===== src/rtl/core_ctrl_pkg.sv =====
// Shared types and constants for the boot/run sequencer.
// The STEP state exists only when CORE_BOOT_STEP_EN is defined.
package core_ctrl_pkg;

    localparam int IMEM_BYTES     = 4096;
    localparam int BYTES_PER_WORD = 4;
    localparam int IMEM_WORDS     = IMEM_BYTES / BYTES_PER_WORD;

    typedef enum logic [2:0] {
        IDLE = 3'd0,
        WR   = 3'd1,
        RUN  = 3'd2,
        HALT = 3'd3
`ifdef CORE_BOOT_STEP_EN
        ,
        STEP = 3'd4
`endif
    } core_boot_state_t;

endpackage


===== src/rtl/sat_counter.sv =====
// Saturating up-counter with synchronous reset, clear and count enable.
module sat_counter #(
    parameter int WIDTH = 32
) (
    input  logic             clk,
    input  logic             rst,
    input  logic             clr,
    input  logic             en,
    output logic [WIDTH-1:0] count
);

    // Count enabled cycles, holding at all-ones once reached.
    // NOTE: state registers use non-blocking assignments so every flop samples pre-edge values.
    always_ff @(posedge clk) begin
        if (rst || clr) begin
            count <= '0;
        end else if (en && (count != {WIDTH{1'b1}})) begin
            count <= count + WIDTH'(1);
        end
    end

endmodule


===== src/rtl/core_boot_ctrl.sv =====
// Boot and run sequencer: streams 32-bit words into byte-wide instruction
// memory little-endian, then releases and gates the datapath.
// Optional single-step support is built when CORE_BOOT_STEP_EN is defined.
module core_boot_ctrl
    import core_ctrl_pkg::*;
#(
    parameter int IMEM_AW = 12,
    parameter int CYC_W   = 32
) (
    input  logic               clk,
    input  logic               rst,
    input  logic               ld_valid,
    input  logic [31:0]        ld_data,
    input  logic               ld_last,
    output logic               ld_ready,
    input  logic               start,
    input  logic               halt_req,
`ifdef CORE_BOOT_STEP_EN
    input  logic               step_req,
`endif
    output logic               im_we,
    output logic [IMEM_AW-1:0] im_addr,
    output logic [7:0]         im_wdata,
    output logic               dp_rst,
    output logic               dp_en,
    output logic               loaded,
    output logic               err,
    output logic [CYC_W-1:0]   cycles,
    output logic [2:0]         state
);

    localparam logic [IMEM_AW-2:0] FULL_CNT = (IMEM_AW-1)'(IMEM_WORDS);

    core_boot_state_t   st;
    logic [31:0]        word_q;
    logic               last_q;
    logic [1:0]         byte_idx;
    logic [1:0]         next_idx;
    logic [IMEM_AW-1:0] base;
    logic [IMEM_AW-2:0] word_cnt;
    logic               full;
    logic               cyc_clr;

    assign full     = (word_cnt == FULL_CNT);
    assign ld_ready = (st == IDLE) && !full;
    assign next_idx = byte_idx + 2'd1;
    assign cyc_clr  = (st == IDLE) && !ld_valid && start && loaded;
    assign state    = st;

    // Latch the accepted word; these hold data only, so they skip reset.
    // NOTE: word_q/last_q are always written on accept before being read, so no reset is needed.
    always_ff @(posedge clk) begin
        if ((st == IDLE) && ld_valid && !full) begin
            word_q <= ld_data;
            last_q <= ld_last;
        end
    end

    // Sequencer FSM with registered memory-port and datapath-control outputs.
    always_ff @(posedge clk) begin
        if (rst) begin
            st       <= IDLE;
            im_we    <= 1'b0;
            im_addr  <= '0;
            im_wdata <= '0;
            dp_rst   <= 1'b1;
            dp_en    <= 1'b0;
            loaded   <= 1'b0;
            err      <= 1'b0;
            base     <= '0;
            word_cnt <= '0;
            byte_idx <= '0;
        end else begin
            case (st)
                IDLE: begin
                    im_we <= 1'b0;
                    if (ld_valid) begin
                        if (full) begin
                            err <= 1'b1;
                        end else begin
                            byte_idx <= 2'd0;
                            im_we    <= 1'b1;
                            im_addr  <= base;
                            im_wdata <= ld_data[7:0];
                            st       <= WR;
                        end
                    end else if (start && loaded) begin
                        dp_rst <= 1'b0;
                        dp_en  <= 1'b1;
                        st     <= RUN;
                    end
                end
                WR: begin
                    if (byte_idx == 2'd3) begin
                        im_we    <= 1'b0;
                        base     <= base + IMEM_AW'(BYTES_PER_WORD);
                        word_cnt <= word_cnt + (IMEM_AW-1)'(1);
                        if (last_q) begin
                            loaded <= 1'b1;
                        end
                        st <= IDLE;
                    end else begin
                        byte_idx <= next_idx;
                        im_addr  <= base + IMEM_AW'(next_idx);
                        im_wdata <= word_q[{next_idx, 3'b000} +: 8];
                    end
                end
                RUN: begin
                    if (halt_req) begin
                        dp_en <= 1'b0;
                        st    <= HALT;
                    end
                end
                HALT: begin
                    if (start) begin
                        dp_en <= 1'b1;
                        st    <= RUN;
`ifdef CORE_BOOT_STEP_EN
                    end else if (step_req) begin
                        dp_en <= 1'b1;
                        st    <= STEP;
`endif
                    end
                end
`ifdef CORE_BOOT_STEP_EN
                STEP: begin
                    dp_en <= 1'b0;
                    st    <= HALT;
                end
`endif
                default: begin
                    st <= IDLE;
                end
            endcase
        end
    end

    sat_counter #(
        .WIDTH (CYC_W)
    ) u_cycles (
        .clk   (clk),
        .rst   (rst),
        .clr   (cyc_clr),
        .en    (dp_en),
        .count (cycles)
    );

endmodule


===== config.mk =====
export PLATFORM = sky130hd
export DESIGN_NAME = core_boot_ctrl
export DESIGN_NICKNAME = d
export VERILOG_FILES = /design/src/rtl/core_ctrl_pkg.sv /design/src/rtl/sat_counter.sv /design/src/rtl/core_boot_ctrl.sv
export SDC_FILE = /design/constraint.sdc
export NUM_CORES = 1
export LEC_CHECK = 0
export CORE_MARGIN = 3
export CORE_UTILIZATION = 45
export DETAILED_ROUTE_END_ITERATION = 6
export PLACE_DENSITY_LB_ADDON = 0.12
export REMOVE_ABC_BUFFERS = 1
export SLEW_MARGIN = 20
export SYNTH_ARGS = -nofsm -noshare
export SYNTH_HDL_FRONTEND = slang
export SYNTH_SLANG_ARGS = --single-unit
export TNS_END_PERCENT = 1

===== constraint.sdc =====
create_clock -name clk -period 2.47 [get_ports clk]
set_input_delay 0.3705 -clock clk [delete_from_list [all_inputs] [get_ports clk]]
set_output_delay 0.3705 -clock clk [all_outputs]
set_load 0.01 [all_outputs]

==> flow_results.xml, run 1 <==
<?xml version="1.0" encoding="UTF-8"?>
<metrics>
  <group name="synthesis">
    <metric name="postSynth.asyncResetShare" unit="%">0</metric>
    <metric name="synth.cell_area" unit="um^2">4870</metric>
    <metric name="synth.distinct_cells" unit="">52</metric>
    <metric name="synth.largest_area_cell" unit="">sky130_fd_sc_hd__dfxtp_1</metric>
    <metric name="yosys.cell_count.top_type" unit="">sky130_fd_sc_hd__dfxtp_1</metric>
    <metric name="ys_dominant_reg_cell" unit="">sky130_fd_sc_hd__dfxtp_1</metric>
    <metric name="netlist_top_cells_area" unit="">sky130_fd_sc_hd__dfxtp_1 (33%), sky130_fd_sc_hd__edfxtp_1 (20%), sky130_fd_sc_hd__nor2_1 (4.0%), sky130_fd_sc_hd__mux4_2 (3.7%), sky130_fd_sc_hd__nand2_1 (3.7%)</metric>
    <metric name="ys_ff_latch" unit="">113</metric>
    <metric name="synth_top_cell_area_share" unit="%">32.9</metric>
    <metric name="sequential_element_share_of_the_synthesized_area" unit="%">53.3</metric>
    <metric name="synth_edf_count" unit="">33</metric>
    <metric name="avgSynthCellArea" unit="um^2">10.2</metric>
    <metric name="yosysWarnings" unit="">0</metric>
    <metric name="syn_inst" unit="">475</metric>
    <metric name="synth_commonest_cells" unit="">sky130_fd_sc_hd__dfxtp_1 (80), sky130_fd_sc_hd__nor2_1 (52), sky130_fd_sc_hd__nand2_1 (48)</metric>
  </group>
  <group name="clocking">
    <metric name="cts-root-to-sink-buffers" unit="">2</metric>
    <metric name="cts-buffers-inserted" unit="">17</metric>
    <metric name="clk_latency" unit="ps">510</metric>
    <metric name="cts_tree" unit="">done</metric>
    <metric name="clock-sinks" unit="">113</metric>
    <metric name="clock-root-buffer" unit="">sky130_fd_sc_hd__clkbuf_8</metric>
    <metric name="deepest_level_of_the_cts_h_tree" unit="">4</metric>
    <metric name="cts.clk_slew.worst_paths" unit="ps">60</metric>
  </group>
  <group name="finish">
    <metric name="areaGrowthSynthToFinish" unit="%">35.0</metric>
    <metric name="num-nets-final" unit="">620</metric>
    <metric name="fill_cells" unit="">863</metric>
    <metric name="postLayoutCoreUtil" unit="%">63.1</metric>
    <metric name="fraction_of_final_layout_cells_sized_beyond_drive_strength_1" unit="%">11.0</metric>
    <metric name="antenna_cells" unit="">0</metric>
  </group>
  <group name="setup_path">
    <metric name="reg2reg_setup_slack" unit="ps">310</metric>
    <metric name="path_cells" unit="">nand4_2, nor4_2, and3_1, o311ai_0, o41ai_1</metric>
    <metric name="worstPathArrival" unit="ps">2560</metric>
    <metric name="critPathKind" unit="">flip-flop to flip-flop</metric>
    <metric name="critical_path_buf_inv_count" unit="">0</metric>
    <metric name="crit_path_max_incr_delay" unit="ps">530</metric>
    <metric name="end_kind" unit="">flip-flop</metric>
    <metric name="worstPathMaxFanout" unit="">13</metric>
    <metric name="critical-path-top-delay-family" unit="">simple AND/OR/NAND/NOR gates</metric>
    <metric name="cp_slowest_cell" unit="">sky130_fd_sc_hd__nor4_2</metric>
    <metric name="setup.worst_path.start_class" unit="">flip-flop</metric>
    <metric name="required" unit="ps">2860</metric>
  </group>
  <group name="timing">
    <metric name="post-route-period-util" unit="%">87.6</metric>
    <metric name="final.setup.tns" unit="ps">0</metric>
    <metric name="fmax" unit="MHz">462</metric>
    <metric name="count_of_pins_over_their_slew_limit" unit="">0</metric>
    <metric name="max_slew_margin" unit="%">34.9</metric>
    <metric name="finalCriticalPeriod" unit="ps">2160</metric>
    <metric name="timing.final.hold_violations" unit="">0</metric>
    <metric name="timing.final.ws_setup" unit="ps">307</metric>
    <metric name="worst-slew-pin-transition" unit="ps">971</metric>
    <metric name="skew" unit="ps">9.21</metric>
    <metric name="unrepaired_setup_endpoints_after_global_routing" unit="">no</metric>
    <metric name="setup_violations" unit="">0</metric>
  </group>
  <group name="power_and_ir_drop">
    <metric name="power.combinational.fraction" unit="%">6.3</metric>
    <metric name="power.share.sequential" unit="%">42.3</metric>
    <metric name="power.share.switching" unit="%">22.0</metric>
    <metric name="power_per_cell_area" unit="nW/um^2">718</metric>
    <metric name="leakage" unit="uW">0.00215</metric>
    <metric name="clockPowerShare" unit="%">51.4</metric>
    <metric name="peakVddDrop" unit="mV">0.528</metric>
    <metric name="p_int" unit="uW">3680</metric>
    <metric name="netSwitchingPower" unit="uW">1040</metric>
  </group>
  <group name="route">
    <metric name="vias" unit="">3896</metric>
    <metric name="detailedRoute.firstPassIterationCount" unit="">4</metric>
    <metric name="routed_wire_length_per_instance" unit="um">15.3</metric>
    <metric name="routed_wl" unit="um">11100</metric>
    <metric name="drt-vias-per-instance" unit="">5.37</metric>
    <metric name="drt.antenna.violating_nets" unit="">0</metric>
    <metric name="drtIter0Drc" unit="">164</metric>
    <metric name="detail_route.drc_violations" unit="">0</metric>
  </group>
  <group name="global_route">
    <metric name="globalRouteOverflowTotal" unit="">0</metric>
    <metric name="grt_pass1_vias" unit="">3703</metric>
    <metric name="antenna_found_initial" unit="">0</metric>
    <metric name="grt_start_max_net_pins" unit="">38</metric>
    <metric name="grt_first_pass_wirelength" unit="um">18300</metric>
    <metric name="grt_usage" unit="%">19.8</metric>
  </group>
  <group name="place">
    <metric name="preCtsSetupSlack" unit="ps">224</metric>
    <metric name="gpl.final_weighted_congestion" unit="">0.826</metric>
    <metric name="numPortBuffers" unit="">97</metric>
    <metric name="hpwlAfterDp" unit="um">7520</metric>
  </group>
  <group name="floorplanning">
    <metric name="floorplan.core_area" unit="um^2">10400</metric>
    <metric name="die_x" unit="um">110</metric>
    <metric name="chipHeight" unit="um">110</metric>
    <metric name="boundaryPins" unit="">99</metric>
    <metric name="die-area" unit="um^2">12100</metric>
    <metric name="initial_core_util" unit="%">46.7</metric>
    <metric name="core.rowCount" unit="">37</metric>
  </group>
  <group name="worst_hold_path">
    <metric name="hold_path_class" unit="">primary input to flip-flop</metric>
  </group>
  <group name="outcome">
    <metric name="run_status" unit="">completed</metric>
  </group>
  <group name="flow_run">
    <metric name="maxCapViolCount" unit="">0</metric>
  </group>
</metrics>
## worst paths after layout
path                               endpoint  cells past startpoint                            start
max reg2reg  u_cycles.count[9]$_SDFFE_PP0P_                      5  u_cycles.count[12]$_SDFFE_PP0P_
min reg2reg         im_addr[3]$_SDFFE_PP0P_                      2          im_addr[3]$_SDFFE_PP0P_
min                word_cnt[2]$_SDFFE_PP0P_                      2                              rst
max          u_cycles.count[9]$_SDFFE_PP0P_                      5  u_cycles.count[12]$_SDFFE_PP0P_
## worst reg2reg max path, cell delays in order (launching register included)
cell and delay [ps]:
sky130_fd_sc_hd__dfxtp_1 480, sky130_fd_sc_hd__nand4_2 200, sky130_fd_sc_hd__nor4_2 530, sky130_fd_sc_hd__and3_1 520, sky130_fd_sc_hd__o311ai_0 200, sky130_fd_sc_hd__o41ai_1 120
## cells in the final DEF, fill, tap and decap left out, drive strengths merged, types with 2 or more instances in the layout
master,synthesis,layout
clkdlybuf4s50,0,95
dfxtp,80,80
nor2,54,54
nand2,48,48
a21oi,34,34
edfxtp,33,33
nand3,19,19
xnor2,18,18
clkbuf,11,18
o21ai,15,15
a211oi,14,14
nand4,14,14
nor4,12,12
buf,13,11
inv,10,10
or3,10,10
xor2,10,10
nor3,10,10
mux2i,9,9
mux4,8,8
clkinvlp,0,7
or4,7,7
and4,5,5
ha,5,5
o31ai,4,4
nor2b,4,4
clkinv,0,4
a31oi,3,3
and3,3,3
o211ai,3,3
bufinv,0,3
o311ai,3,3
nand2b,2,2
o21a,2,2
nand4b,2,2
nor4b,2,2
## sequential cells by signal, indices dropped and copies added (netlist names)
name,flops
dp_en,1
im_we,1
loaded,1
word_cnt,11
im_addr,12
last_q,1
u_cycles.count,32
err,1
dp_rst,1
base,10
word_q,32
state,2
im_wdata,8
## timing repair
| action | in CTS | in global routing |
|---|---|---|
| hold endpoints to repair | 0 | 0 |
| gates cloned | 0 | 0 |
| resized for setup | 2 | 1 |
| setup endpoints to repair | 1 | 1 |
| buffers inserted | 0 | 0 |
| hold buffers | 0 | 0 |
## power groups by stage
stage	Sequential, uW	Clock (uW)	Combinational, uW
after floorplan	2040	0	121
after global placement	2030	0	298
after detailed placement	2030	0	305
after CTS	2000	2480	305
after global routing	2000	2550	326
final	2000	2420	298
## metal layers
metal	vias up	part of all wire (%)	GRT usage (%)	wire (um)
met5	-	0	0	0
met4	0	0.68	4.72	75
met3	7	5.5	7.40	605
met2	85	48	30.9	5310
met1	1856	46	26.1	5090
li1	1948	-	-	-
## metrics by stage
step	cell area, um^2	hold slack (ps)	power [uW]	instances
6_report	6570	211	4720	726
5_1_grt	6570	232	4880	726
4_1_cts	6570	189	4780	726
3_5_place_dp	5960	449	2340	694
3_3_place_gp	5960	441	2330	694
2_1_floorplan	4750	438	2170	451
## logic make-up after synthesis
family                   share of synthesized area (%)
other                                           0.0770
AND/OR/NAND/NOR                                   21.1
AO/OA/AOI/OAI                                     10.6
XOR/XNOR                                          5.04
multiplexers                                      5.55
adder cells (fa/ha/maj)                           1.29
buffers and inverters                             3.14
flip-flops                                        53.3
## cell type report
class                      count  area (um^2)  area share [%]
tap                          136          170            2.59
clock buffer                  18          428            6.51
inverter                      10         37.5           0.571
sequential                   113         2590            39.4
clock inverter                14          165            2.51
timing repair buffer         107         1040            15.9
multi-input combinational    328         2140            32.5
Note: power is estimated with default switching activity, not from simulation.
==> inputs of run 2 (changes only) <==
--- a/config.mk
+++ b/config.mk
@@ -5,6 +5,7 @@
 export SDC_FILE = /design/constraint.sdc
 export NUM_CORES = 1
 export LEC_CHECK = 0
+export ABC_AREA = 1
 export CORE_MARGIN = 3
 export CORE_UTILIZATION = 45
 export DETAILED_ROUTE_END_ITERATION = 6
==> flow_results.xml, run 2 <==
<?xml version="1.0" encoding="UTF-8"?>
<metrics>
  <group name="outcome">
    <metric name="run_status" unit="">completed</metric>
  </group>
  <group name="route">
    <metric name="drtIter0Drc" unit="">475</metric>
    <metric name="drt.antenna.violating_nets" unit="">0</metric>
    <metric name="drt-vias-per-instance" unit="">4.94</metric>
    <metric name="routed_wl" unit="um">14500</metric>
    <metric name="detailedRoute.firstPassIterationCount" unit="">5</metric>
    <metric name="detail_route.drc_violations" unit="">0</metric>
    <metric name="routed_wire_length_per_instance" unit="um">13.6</metric>
    <metric name="vias" unit="">5247</metric>
  </group>
  <group name="setup_path">
    <metric name="worst_path_most_repeated_cell" unit="">sky130_fd_sc_hd__nand2_4</metric>
    <metric name="rr_startpoint" unit="">u_cycles.count[0]$_SDFFE_PP0P_</metric>
    <metric name="worstPathMaxFanout" unit="">29</metric>
    <metric name="setup.worst_path.start_class" unit="">flip-flop</metric>
    <metric name="reg2reg_setup_slack" unit="ps">400</metric>
    <metric name="end_kind" unit="">flip-flop</metric>
    <metric name="cp_slowest_cell" unit="">sky130_fd_sc_hd__dfxtp_1</metric>
    <metric name="worstPathArrival" unit="ps">2370</metric>
    <metric name="required" unit="ps">2770</metric>
    <metric name="critPathCapture" unit="">u_cycles.count[21]$_SDFFE_PP0P_</metric>
    <metric name="reg2reg_depth" unit="">10</metric>
    <metric name="reg2reg_to" unit="">u_cycles.count[21]$_SDFFE_PP0P_</metric>
    <metric name="startpoint" unit="">u_cycles.count[0]$_SDFFE_PP0P_</metric>
    <metric name="critPathKind" unit="">flip-flop to flip-flop</metric>
    <metric name="path_cells" unit="">ha_1, inv_2, nor2_4, nand2_4, nor2_4, nand2_4, nand2_4, inv_2, nand2_1, a21oi_1</metric>
    <metric name="crit_path_max_incr_delay" unit="ps">400</metric>
  </group>
  <group name="place">
    <metric name="post_dp_cell_area" unit="um^2">6760</metric>
    <metric name="hpwlAfterDp" unit="um">10300</metric>
    <metric name="numPortBuffers" unit="">97</metric>
    <metric name="gpl.final_weighted_congestion" unit="">0.965</metric>
  </group>
  <group name="finish">
    <metric name="fill_cells" unit="">1122</metric>
    <metric name="areaGrowthSynthToFinish" unit="%">30.2</metric>
    <metric name="layout_common_cells" unit="">sky130_fd_sc_hd__nand2_1 (236), sky130_fd_sc_hd__nor2_1 (159), sky130_fd_sc_hd__clkdlybuf4s50_1 (96)</metric>
    <metric name="num-nets-final" unit="">924</metric>
    <metric name="fraction_of_final_layout_cells_sized_beyond_drive_strength_1" unit="%">7.83</metric>
    <metric name="layout.cells.most_common" unit="">sky130_fd_sc_hd__nand2_1</metric>
    <metric name="postLayoutCoreUtil" unit="%">60.6</metric>
    <metric name="design_area" unit="um^2">7340</metric>
    <metric name="largestRegisters" unit="">u_cycles.count: 32 flops, word_q: 32 flops, im_addr: 12 flops</metric>
    <metric name="antenna_cells" unit="">0</metric>
  </group>
  <group name="synthesis">
    <metric name="sequential_element_share_of_the_synthesized_area" unit="%">46.0</metric>
    <metric name="yosysWarnings" unit="">0</metric>
    <metric name="avgSynthCellArea" unit="um^2">7.22</metric>
    <metric name="synth.largest_area_cell" unit="">sky130_fd_sc_hd__dfxtp_1</metric>
    <metric name="synth_top_cell_area_share" unit="%">28.4</metric>
    <metric name="synth.distinct_cells" unit="">35</metric>
    <metric name="ys_ff_latch" unit="">113</metric>
    <metric name="synth_commonest_cells" unit="">sky130_fd_sc_hd__nand2_1 (236), sky130_fd_sc_hd__nor2_1 (159), sky130_fd_sc_hd__dfxtp_1 (80)</metric>
    <metric name="yosys.cell_count.top_type" unit="">sky130_fd_sc_hd__nand2_1</metric>
    <metric name="synth.cell_area" unit="um^2">5630</metric>
    <metric name="postSynth.asyncResetShare" unit="%">0</metric>
    <metric name="synth_edf_count" unit="">33</metric>
    <metric name="ys_dominant_reg_cell" unit="">sky130_fd_sc_hd__dfxtp_1</metric>
    <metric name="netlist_top_cells_area" unit="">sky130_fd_sc_hd__dfxtp_1 (28%), sky130_fd_sc_hd__edfxtp_1 (18%), sky130_fd_sc_hd__nand2_1 (16%), sky130_fd_sc_hd__nor2_1 (11%), sky130_fd_sc_hd__o21ai_0 (4.0%)</metric>
    <metric name="syn_inst" unit="">780</metric>
  </group>
  <group name="timing">
    <metric name="fmax" unit="MHz">483</metric>
    <metric name="fin_hold_ws" unit="ps">452</metric>
    <metric name="finalCriticalPeriod" unit="ps">2070</metric>
    <metric name="max_slew_margin" unit="%">65.2</metric>
    <metric name="skew" unit="ps">5.31</metric>
    <metric name="setup_violations" unit="">0</metric>
    <metric name="final.setup.tns" unit="ps">0</metric>
    <metric name="unrepaired_setup_endpoints_after_global_routing" unit="">no</metric>
    <metric name="timing.final.hold_violations" unit="">0</metric>
    <metric name="count_of_pins_over_their_slew_limit" unit="">0</metric>
    <metric name="worst-slew-pin-transition" unit="ps">521</metric>
    <metric name="post-route-period-util" unit="%">83.9</metric>
  </group>
  <group name="global_route">
    <metric name="grt_first_pass_wirelength" unit="um">24200</metric>
    <metric name="globalRouteOverflowTotal" unit="">0</metric>
    <metric name="antenna_found_initial" unit="">0</metric>
    <metric name="grt_usage" unit="%">21.5</metric>
    <metric name="grt_start_max_net_pins" unit="">34</metric>
    <metric name="grt_pass1_vias" unit="">4989</metric>
  </group>
  <group name="floorplanning">
    <metric name="boundaryPins" unit="">99</metric>
    <metric name="core.rowCount" unit="">40</metric>
    <metric name="floorplan.core_area" unit="um^2">12100</metric>
    <metric name="die-area" unit="um^2">13900</metric>
    <metric name="chipHeight" unit="um">118</metric>
    <metric name="initial_core_util" unit="%">46.5</metric>
    <metric name="die_x" unit="um">118</metric>
  </group>
  <group name="clocking">
    <metric name="deepest_level_of_the_cts_h_tree" unit="">4</metric>
    <metric name="clk_latency" unit="ps">410</metric>
    <metric name="post_cts_buffers" unit="">0</metric>
    <metric name="postCtsResizedCells" unit="">0</metric>
    <metric name="clock-sinks" unit="">113</metric>
    <metric name="cts-hold-fix-buffers" unit="">0</metric>
    <metric name="cts-buffers-inserted" unit="">17</metric>
    <metric name="cts.clk_slew.worst_paths" unit="ps">60</metric>
    <metric name="cts-root-to-sink-buffers" unit="">2</metric>
    <metric name="cts_tree" unit="">done</metric>
    <metric name="clock-root-buffer" unit="">sky130_fd_sc_hd__clkbuf_16</metric>
  </group>
  <group name="power_and_ir_drop">
    <metric name="peakVddDrop" unit="mV">0.775</metric>
    <metric name="power_per_cell_area" unit="nW/um^2">660</metric>
    <metric name="leakage" unit="uW">0.00273</metric>
  </group>
  <group name="worst_hold_path">
    <metric name="hold_start" unit="">err$_SDFFE_PP0P_</metric>
    <metric name="hold_path_class" unit="">flip-flop to flip-flop</metric>
  </group>
  <group name="flow_run">
    <metric name="maxCapViolCount" unit="">0</metric>
  </group>
</metrics>
[run 2: cell types whose count changed in the layout (fill, tap and decap cells not counted), moves of 9 or more]
cell                       change
sky130_fd_sc_hd__nand2_1     +188
sky130_fd_sc_hd__a21oi_2      +10
sky130_fd_sc_hd__o21ai_0      +38
sky130_fd_sc_hd__a211oi_1     -14
sky130_fd_sc_hd__xnor2_1      -13
sky130_fd_sc_hd__or3_1        -10
sky130_fd_sc_hd__inv_1        +43
sky130_fd_sc_hd__nand3_1       +9
sky130_fd_sc_hd__nor2_1      +107
sky130_fd_sc_hd__mux2i_1       -9
[run 2: stage by stage]
step,worst slack (ps),total power [uW],cells
6_report,398,4840,1062
5_1_grt,197,5040,1062
4_1_cts,85.8,4890,1062
3_5_place_dp,429,2550,1030
3_3_place_gp,505,2540,1030
2_1_floorplan,325,2300,754
[run 2: kinds of logic (layout without fill, tap and decap cells)]
logic type	after synthesis	count (layout)	synth area share (%)
XOR/XNOR	19	19	2.95
flip-flops	113	113	46.0
AND/OR/NAND/NOR	458	458	33.4
other	1	1	0.0666
AO/OA/AOI/OAI	101	101	9.82
adder cells (fa/ha/maj)	5	5	1.11
buffers and inverters	83	197	6.64
[run 2: metal layers]
layer	GRT usage (%)	wire, um	vias up
li1	-	-	2682
met1	27.8	6490	2397
met2	34.9	6940	151
met3	5.91	831	17
met5	0	0	-
met4	6.96	215	0
[run 2: critical path, delay by kind of cell, from the launching register on]
family,cells,cell delay (ps)
and+or+nand+nor,6,800
DFF,1,400
buffers and inverters,2,350
adders and majority gates,1,310
AOI/OAI and AO/OA,1,80
[run 2: report_power, final]
group	switching (uW)	internal, uW
clock	870	1470
sequential	35.5	2000
combinational	257	212
total	1160	3680
[run 2: worst min path at each step]
stage | end | cells after the start
finish | err$_SDFFE_PP0P_ | 2
global route | err$_SDFFE_PP0P_ | 2
CTS | dp_rst$_SDFFE_PP1P_ | 2
detailed placement | dp_rst$_SDFFE_PP1P_ | 2
global placement | dp_rst$_SDFFE_PP1P_ | 2
floorplan | word_cnt[9]$_SDFFE_PP0P_ | 2
[run 2: layout make-up]
cell class	instances	area (um^2)	area share, %
Multi-Input combinational cell	584	2670	36.4
Tap cell	168	210	2.87
Clock inverter	15	145	1.98
Inverter	57	214	2.92
Sequential cell	113	2590	35.3
Clock buffer	17	425	5.80
Timing Repair Buffer	108	1080	14.7
==> inputs of run 3 (changes only) <==
==> constraint.sdc (replaced) <==
create_clock -name clk -period 1.68 [get_ports clk]
set_input_delay 0.252 -clock clk [delete_from_list [all_inputs] [get_ports clk]]
set_output_delay 0.252 -clock clk [all_outputs]
set_load 0.01 [all_outputs]
==> flow_results.xml, run 3 (synthesis gave the netlist of run 2 again) <==
<?xml version="1.0" encoding="UTF-8"?>
<metrics>
  <group name="route">
    <metric name="drt-vias-per-instance" unit="">4.88</metric>
    <metric name="drt.antenna.violating_nets" unit="">0</metric>
    <metric name="highest-signal-layer" unit="">met4</metric>
    <metric name="routed_wire_length_per_instance" unit="um">13.6</metric>
    <metric name="wl_met2" unit="um">7340</metric>
    <metric name="detailedRoute.firstPassIterationCount" unit="">5</metric>
    <metric name="met1_length" unit="um">7000</metric>
    <metric name="drtIter0Drc" unit="">472</metric>
    <metric name="detail_route.drc_violations" unit="">0</metric>
    <metric name="met3WireLength" unit="um">760</metric>
    <metric name="routed_wl" unit="um">15300</metric>
    <metric name="vias" unit="">5492</metric>
  </group>
  <group name="setup_path">
    <metric name="critPathKind" unit="">flip-flop to output port</metric>
    <metric name="critPathCapture" unit="">im_addr[1]</metric>
    <metric name="path_cells" unit="">clkdlybuf4s50_1</metric>
    <metric name="worstPathMaxFanout" unit="">3</metric>
    <metric name="critical-path-top-delay-family" unit="">buffers and inverters</metric>
    <metric name="reg2reg_to" unit="">u_cycles.count[9]$_SDFFE_PP0P_</metric>
    <metric name="end_kind" unit="">output port</metric>
    <metric name="required" unit="ps">1430</metric>
    <metric name="cp_slowest_cell" unit="">sky130_fd_sc_hd__clkdlybuf4s50_1</metric>
    <metric name="reg2reg_depth" unit="">10</metric>
    <metric name="crit_path_max_incr_delay" unit="ps">580</metric>
    <metric name="rr_startpoint" unit="">u_cycles.count[0]$_SDFFE_PP0P_</metric>
    <metric name="reg2reg_setup_slack" unit="ps">90</metric>
    <metric name="startpoint" unit="">im_addr[1]$_SDFFE_PP0P_</metric>
    <metric name="worstPathArrival" unit="ps">1390</metric>
    <metric name="setup.worst_path.start_class" unit="">flip-flop</metric>
    <metric name="critical_path_buf_inv_count" unit="">1</metric>
    <metric name="critical_path_cell_count" unit="">1</metric>
  </group>
  <group name="global_route">
    <metric name="grt_start_max_net_pins" unit="">34</metric>
    <metric name="antenna_found_initial" unit="">0</metric>
    <metric name="grt_usage" unit="%">22.6</metric>
    <metric name="globalRouteOverflowTotal" unit="">0</metric>
    <metric name="grt_first_pass_wirelength" unit="um">25500</metric>
    <metric name="grt_pass1_vias" unit="">5254</metric>
  </group>
  <group name="clocking">
    <metric name="deepest_level_of_the_cts_h_tree" unit="">4</metric>
    <metric name="cts_tree" unit="">done</metric>
    <metric name="clk_latency" unit="ps">410</metric>
    <metric name="clock-root-buffer" unit="">sky130_fd_sc_hd__clkbuf_16</metric>
    <metric name="cts-root-to-sink-buffers" unit="">2</metric>
    <metric name="cts.clk_slew.worst_paths" unit="ps">50</metric>
    <metric name="cts-buffers-inserted" unit="">17</metric>
    <metric name="clock-sinks" unit="">113</metric>
  </group>
  <group name="timing">
    <metric name="unrepaired_setup_endpoints_after_global_routing" unit="">yes</metric>
    <metric name="fmax" unit="MHz">608</metric>
    <metric name="skew" unit="ps">6.77</metric>
    <metric name="finalCriticalPeriod" unit="ps">1640</metric>
    <metric name="post-route-period-util" unit="%">97.8</metric>
    <metric name="count_of_pins_over_their_slew_limit" unit="">0</metric>
    <metric name="setup_violations" unit="">0</metric>
    <metric name="timing.final.hold_violations" unit="">0</metric>
    <metric name="final.setup.tns" unit="ps">0</metric>
  </group>
  <group name="floorplanning">
    <metric name="boundaryPins" unit="">99</metric>
    <metric name="floorplan.core_area" unit="um^2">12100</metric>
    <metric name="die_x" unit="um">118</metric>
    <metric name="initial_core_util" unit="%">46.5</metric>
    <metric name="core.rowCount" unit="">40</metric>
    <metric name="chipHeight" unit="um">118</metric>
    <metric name="die-area" unit="um^2">13900</metric>
  </group>
  <group name="worst_hold_path">
    <metric name="hold_start" unit="">ld_data[14]</metric>
    <metric name="hold_path_class" unit="">primary input to flip-flop</metric>
  </group>
  <group name="finish">
    <metric name="fraction_of_final_layout_cells_sized_beyond_drive_strength_1" unit="%">16.8</metric>
    <metric name="layout.area.seq" unit="um^2">2610</metric>
    <metric name="design_area" unit="um^2">7990</metric>
    <metric name="fill_cells" unit="">1062</metric>
    <metric name="layout.cells.most_common" unit="">sky130_fd_sc_hd__nand2_1</metric>
    <metric name="areaGrowthSynthToFinish" unit="%">41.8</metric>
    <metric name="num-nets-final" unit="">987</metric>
    <metric name="largestRegisters" unit="">u_cycles.count: 32 flops, word_q: 32 flops, im_addr: 12 flops</metric>
    <metric name="layout_common_cells" unit="">sky130_fd_sc_hd__nand2_1 (234), sky130_fd_sc_hd__nor2_1 (154), sky130_fd_sc_hd__dfxtp_1 (68)</metric>
    <metric name="multiInputGateArea" unit="um^2">2720</metric>
    <metric name="antenna_cells" unit="">0</metric>
  </group>
  <group name="power_and_ir_drop">
    <metric name="power_per_cell_area" unit="nW/um^2">913</metric>
    <metric name="leakage" unit="uW">0.00345</metric>
    <metric name="final_power" unit="uW">7290</metric>
    <metric name="peakVddDrop" unit="mV">0.704</metric>
  </group>
  <group name="flow_run">
    <metric name="maxCapViolCount" unit="">0</metric>
  </group>
  <group name="place">
    <metric name="gpl.final_weighted_congestion" unit="">0.937</metric>
    <metric name="post_dp_cell_area" unit="um^2">7250</metric>
    <metric name="hpwlAfterDp" unit="um">11000</metric>
    <metric name="numPortBuffers" unit="">97</metric>
  </group>
  <group name="outcome">
    <metric name="run_status" unit="">completed</metric>
  </group>
</metrics>
==> run 3: report_power, final <==
group,switching (uW),total [uW],leakage [uW],internal (uW)
logic,404,774,0.00218,370
clock network,1230,3530,0.000293,2310
registers,52.3,2990,0.000975,2930
==> run 3: cell type report <==
type,instances,area share [%]
Multi-Input combinational cell,584,34.0
Sequential cell,113,32.7
Timing Repair Buffer,171,20.3
Clock buffer,24,6.55
Inverter,57,2.80
Tap cell,168,2.63
Clock inverter,8,0.924
==> run 3: how the worst min path moves through the flow <==
stage	slack, ps	end	depth (start not counted)
CTS	380	word_q[14]$_DFFE_PP_	1
finish	400	word_q[14]$_DFFE_PP_	1
floorplan	320	base[10]$_SDFFE_PP0P_	1
global placement	440	dp_rst$_SDFFE_PP1P_	2
global route	380	word_q[13]$_DFFE_PP_	1
detailed placement	440	dp_rst$_SDFFE_PP1P_	2
==> run 3: timing repair <==
item	in CTS	in global routing
setup endpoints to repair	46	97
pin swaps	1	2
setup buffers	0	3
resized for setup	42	34
hold buffers	0	0
==> run 3: layer usage <==
layer  vias to the layer above  track usage, %
met5                         -               0
met4                         0            7.18
met3                        16            5.43
met2                       144            37.5
met1                      2511            29.2
li1                       2821               -
==> run 3: stage by stage <==
step | cells | hold WS [ps] | util, % | setup slack [ps]
final | 1125 | 397 | 66.0 | 36.3
after global routing | 1125 | 376 | 66.0 | -66.6
after CTS | 1122 | 381 | 64.8 | -37.1
after detailed placement | 1090 | 442 | 59.9 | -5.78
after global placement | 1090 | 436 | 59.9 | 6.96
after floorplan | 754 | 321 | - | -465
